File: src/rtl/mem_arbiter.sv
// mem_arbiter
//
// Shares one single-port, fixed-latency unified memory between the
// instruction-fetch requester (IF) and the data requester (MEM). Requests
// are level-held. One access is granted at a time, and it drives the memory
// port for exactly LAT cycles. The requester then gets a one-cycle ready
// pulse with registered read data. When both requesters contend, the grant
// alternates between them.
//
// Parameters:
//   AW   word-address width
//   LAT  memory access cycles per transaction (1..7)
//
// Ports:
//   clk       rising-edge clock
//   rst       synchronous reset, active-low
//   if_req    fetch request, held until if_ready
//   if_addr   fetch word address
//   if_rdata  fetched word, valid with if_ready, held until next fetch completes
//   if_ready  one-cycle fetch-complete pulse
//   d_req     data request, held until d_ready
//   d_we      1 = write, 0 = read
//   d_addr    data word address
//   d_wdata   write data
//   d_rdata   read data, valid with d_ready, held until next data read completes
//   d_ready   one-cycle data-complete pulse (reads and writes)
//   m_en      memory enable, high for LAT cycles per access
//   m_we      memory write enable (same cycles as m_en, writes only)
//   m_addr    latched access address
//   m_wdata   latched write data
//   m_rdata   memory read data, valid on the last m_en cycle
//   busy      high whenever the sequencer is not idle
//
// Every output comes straight from a register.
module mem_arbiter #(
  parameter int AW  = 10,
  parameter int LAT = 2
) (
  input  logic          clk,
  input  logic          rst,
  input  logic          if_req,
  input  logic [AW-1:0] if_addr,
  output logic [31:0]   if_rdata,
  output logic          if_ready,
  input  logic          d_req,
  input  logic          d_we,
  input  logic [AW-1:0] d_addr,
  input  logic [31:0]   d_wdata,
  output logic [31:0]   d_rdata,
  output logic          d_ready,
  output logic          m_en,
  output logic          m_we,
  output logic [AW-1:0] m_addr,
  output logic [31:0]   m_wdata,
  input  logic [31:0]   m_rdata,
  output logic          busy
);

  typedef enum logic [1:0] {
    IDLE   = 2'd0,
    ACC_IF = 2'd1,
    ACC_D  = 2'd2
  } state_t;

  // The counter is loaded with LAT-1 on the grant edge. It reaches 0 in the
  // last m_en cycle.
  localparam logic [2:0] CNT_INIT = 3'(LAT - 1);

  state_t          state_reg, state_next;
  logic [2:0]      cnt_reg, cnt_next;
  logic            last_reg, last_next;       // 0 = fetch last granted, 1 = data
  logic            m_en_reg, m_en_next;
  logic            m_we_reg, m_we_next;       // doubles as the latched we bit
  logic [AW-1:0]   m_addr_reg, m_addr_next;
  logic [31:0]     m_wdata_reg, m_wdata_next;
  logic [31:0]     if_rdata_reg, if_rdata_next;
  logic [31:0]     d_rdata_reg, d_rdata_next;
  logic            if_ready_reg, if_ready_next;
  logic            d_ready_reg, d_ready_next;
  logic            busy_reg, busy_next;

  // Eligibility is masked by the ready pulse. In that cycle the requester is
  // still dropping its request, and it must not be granted a second access.
  logic            if_elig, d_elig;
  logic            grant_if, grant_d;

  always_ff @(posedge clk) begin
    if (!rst) begin
      state_reg    <= IDLE;
      cnt_reg      <= 3'd0;
      last_reg     <= 1'b0;
      m_en_reg     <= 1'b0;
      m_we_reg     <= 1'b0;
      m_addr_reg   <= '0;
      m_wdata_reg  <= 32'd0;
      if_rdata_reg <= 32'd0;
      d_rdata_reg  <= 32'd0;
      if_ready_reg <= 1'b0;
      d_ready_reg  <= 1'b0;
      busy_reg     <= 1'b0;
    end else begin
      state_reg    <= state_next;
      cnt_reg      <= cnt_next;
      last_reg     <= last_next;
      m_en_reg     <= m_en_next;
      m_we_reg     <= m_we_next;
      m_addr_reg   <= m_addr_next;
      m_wdata_reg  <= m_wdata_next;
      if_rdata_reg <= if_rdata_next;
      d_rdata_reg  <= d_rdata_next;
      if_ready_reg <= if_ready_next;
      d_ready_reg  <= d_ready_next;
      busy_reg     <= busy_next;
    end
  end

  always_comb begin
    state_next    = state_reg;
    cnt_next      = cnt_reg;
    last_next     = last_reg;
    m_en_next     = m_en_reg;
    m_we_next     = m_we_reg;
    m_addr_next   = m_addr_reg;
    m_wdata_next  = m_wdata_reg;
    if_rdata_next = if_rdata_reg;
    d_rdata_next  = d_rdata_reg;
    if_ready_next = 1'b0;
    d_ready_next  = 1'b0;
    busy_next     = busy_reg;

    if_elig  = if_req & ~if_ready_reg;
    d_elig   = d_req & ~d_ready_reg;
    // Data wins unless fetch is also eligible and data was granted last.
    grant_d  = d_elig & (~if_elig | ~last_reg);
    grant_if = if_elig & ~grant_d;

    unique case (state_reg)
      IDLE: begin
        if (grant_d) begin
          state_next   = ACC_D;
          cnt_next     = CNT_INIT;
          last_next    = 1'b1;
          m_en_next    = 1'b1;
          m_we_next    = d_we;
          m_addr_next  = d_addr;
          m_wdata_next = d_wdata;
          busy_next    = 1'b1;
        end else if (grant_if) begin
          state_next   = ACC_IF;
          cnt_next     = CNT_INIT;
          last_next    = 1'b0;
          m_en_next    = 1'b1;
          m_we_next    = 1'b0;
          m_addr_next  = if_addr;
          busy_next    = 1'b1;
        end
      end

      ACC_IF: begin
        if (cnt_reg == 3'd0) begin
          if_rdata_next = m_rdata;
          if_ready_next = 1'b1;
          state_next    = IDLE;
          m_en_next     = 1'b0;
          busy_next     = 1'b0;
        end else begin
          cnt_next = cnt_reg - 3'd1;
        end
      end

      ACC_D: begin
        if (cnt_reg == 3'd0) begin
          // Writes complete with a ready pulse and leave d_rdata untouched.
          if (!m_we_reg) begin
            d_rdata_next = m_rdata;
          end
          d_ready_next = 1'b1;
          state_next   = IDLE;
          m_en_next    = 1'b0;
          m_we_next    = 1'b0;
          busy_next    = 1'b0;
        end else begin
          cnt_next = cnt_reg - 3'd1;
        end
      end

      default: begin
        state_next = IDLE;
        m_en_next  = 1'b0;
        m_we_next  = 1'b0;
        busy_next  = 1'b0;
      end
    endcase
  end

  assign if_rdata = if_rdata_reg;
  assign if_ready = if_ready_reg;
  assign d_rdata  = d_rdata_reg;
  assign d_ready  = d_ready_reg;
  assign m_en     = m_en_reg;
  assign m_we     = m_we_reg;
  assign m_addr   = m_addr_reg;
  assign m_wdata  = m_wdata_reg;
  assign busy     = busy_reg;

endmodule

File: config.mk
export PLATFORM = sky130hd
export DESIGN_NAME = mem_arbiter
export DESIGN_NICKNAME = d
export VERILOG_FILES = /design/src/rtl/mem_arbiter.sv
export SDC_FILE = /design/constraint.sdc
export NUM_CORES = 1
export LEC_CHECK = 0
export CAP_MARGIN = 20
export CORE_UTILIZATION = 42
export CTS_CLUSTER_SIZE = 16
export DETAILED_ROUTE_END_ITERATION = 8
export HOLD_SLACK_MARGIN = 0.05
export PLACE_DENSITY = 0.77
export SYNTH_ARGS = -nofsm -noshare
export SYNTH_HDL_FRONTEND = slang
export SYNTH_SLANG_ARGS = --single-unit
File: constraint.sdc
create_clock -name clk -period 2.1 [get_ports clk]
set_input_delay 0.21 -clock clk [delete_from_list [all_inputs] [get_ports clk]]
set_output_delay 0.21 -clock clk [all_outputs]
set_load 0.005 [all_outputs]
==> reports/metrics.cfg <==
[die]
dieArea_sq_mm = 0.0112
initial_core_util_pct = 43.7
ioPinCount = 200
core_area_sq_mm = 0.0104
die_h_microns = 106
rows = 37
die_x_microns = 106

[global_routing]
grt_pass1_wl_microns = 20300
grt_overflow = 0
grt_max_degree = 62
grt_antenna_before_repair = 0
grt_pass1_vias = 4363
grt_usage_pct = 22.9

[route]
postRouteAntennaNets = 0
routed_wl_microns = 12600
drt_iter0_markers = 192
via_count = 4392
first_pass_iters = 5
vias_per_cell = 5.01
drc = 0
routedWlPerCell_microns = 14.3

[critical_path]
startpoint_type = flop
critPathMaxFanout = 7
worst_setup_path_end_kind = flop
critical_path_arrival_ns = 2.15
path_class = flop to flop
required_ns = 2.51

[clock_tree]
cts-root-buf = clkbuf_8
clk_latency_ns = 0.51
clock_sinks = 116
cts_tree = built
clk_pin_slew_ns = 0.06
cts_max_level = 4
cts_hold_buf = 0
ctsResizeCount = 0
cts_setup_buffers = 0
max-clock-path-buffers = 2
cts_buffers = 17

[run_status]
status = finished clean

[finish]
fill_cells = 821
final_util_pct = 69.8
drive_above_1_share_pct = 6.75
final_cell_mix = 209 x nand2_1, 198 x clkdlybuf4s50_1, 116 x dfxtp_1
layout.nets = 822
num_antenna_cells = 0
ff_latch_area_sq_mm = 0.00232
design_area_sq_mm = 0.00723
multi_input_area_sq_mm = 0.00201
syn2layout_area_growth_pct = 59.7
layout_commonest_cell = nand2_1

[power]
power_density_mw_per_mm2 = 1180
p_leak_nw = 2.66
vdd_ir_drop_max_mv = 0.541

[placed_design]
gp_congestion = 0.814
port_buffers = 199
postPlaceCellArea_sq_mm = 0.00659
hpwl_microns = 8570

[synth]
ys_seq_elements = 116
synthFlopType = dfxtp_1
seq_area_frac_synth_pct = 51.3
synth.cell_area_sq_mm = 0.00453
synth-edff-count = 0
synth_nets = 630
syn_inst = 536
synth_top_area_share_pct = 51.3
yosys_warnings = 0
synth_area_leaders = dfxtp_1 51%, nand2_1 17%, a21boi_1 16%
synth_top_area_cell = dfxtp_1
async_flop_share_pct = 0
synth_cell_type_count = 33
syn_area_per_cell_sq_um = 8.45

[sta]
holdWs_ns = 0.244
post-route-min-period_ns = 1.74
fin_crit_sh_pct = 82.9
fin_tns_setup_ns = 0
worst_slew_pin_slew_ns = 0.850
finalHoldViolations = 0
maxSlewViolCount = 0
clock.fmax_mhz = 574
rsz0062_at_grt = no
fin_skew_ns = 0.00751
setup_viol = 0
slew_headroom_pct = 43.3

[flow_run]
cap_viol_max_count = 0

[worst_hold_path]
min_path_type = input port to flop

[cells by family (layout without fill, tap and decap cells)]
| family | Yosys count | in the layout | synth area share [%] |
|---|---|---|---|
| flip-flops | 116 | 116 | 51.3 |
| AND/OR/NAND/NOR | 232 | 232 | 20.9 |
| multiplexers | 1 | 1 | 0.221 |
| buffers and inverters | 40 | 245 | 4.42 |
| adder cells (fa/ha/maj) | 5 | 5 | 1.38 |
| AO/OA/AOI/OAI | 142 | 142 | 21.8 |
[synth_stat cells (all sizes together) (3+ instances only)]
cell	count
nand2b	3
buf	24
inv	4
nand3b	3
and3	4
a21boi	97
nand2	210
clkbuf	12
a21oi	24
nand3	3
dfxtp	116
o21ai	14
ha	5
[per-stage QoR]
step,instances,total power (W),worst slack [ns]
2_1_floorplan,536,0.00424,0.579
3_3_place_gp,845,0.00542,0.268
3_5_place_dp,845,0.00551,0.153
4_1_cts,877,0.00862,0.352
5_1_grt,877,0.00903,0.170
6_report,877,0.00854,0.359
[final timing paths]
| kind | start | to | slack [ns] | depth (start not counted) |
|---|---|---|---|---|
| min | if_addr[1] | m_addr[1] | 0.24 | 3 |
| max reg2reg | state_reg[0] | cnt_reg[1] | 0.36 | 6 |
| min reg2reg | m_wdata[24] | m_wdata[24] | 0.45 | 2 |
| max | state_reg[0] | cnt_reg[1] | 0.36 | 6 |
[cell type report]
cell class / instances / area share, %
Sequential cell: 116 / 32.1
Timing Repair Buffer: 209 / 28.7
Multi-Input combinational cell: 380 / 27.8
Clock buffer: 19 / 6.11
Clock inverter: 13 / 2.73
Tap cell: 136 / 2.35
Inverter: 4 / 0.208
[worst max-delay path: stages (launching register included)]
cell and delay, ns:
dfxtp_1 0.35, inv_1 0.07, ha_1 0.38, and3b_1 0.23
a311oi_2 0.31, nor2_1 0.07, a211oi_1 0.23
[where the power goes]
part	internal [W]	switching [W]
combinational	0.00133	0.00127
clock	0.00201	0.00106
sequential	0.00263	0.000238
[metal layers]
metal | global-route usage (%) | part of all wire [%] | vias to the layer above
met5 | 0 | 0 | -
met4 | 9.13 | 1.6 | 0
met3 | 7.79 | 8.3 | 21
met2 | 38.3 | 47 | 186
met1 | 26.9 | 43 | 2045
li1 | - | - | 2140
(Power assumes the default switching activity.)
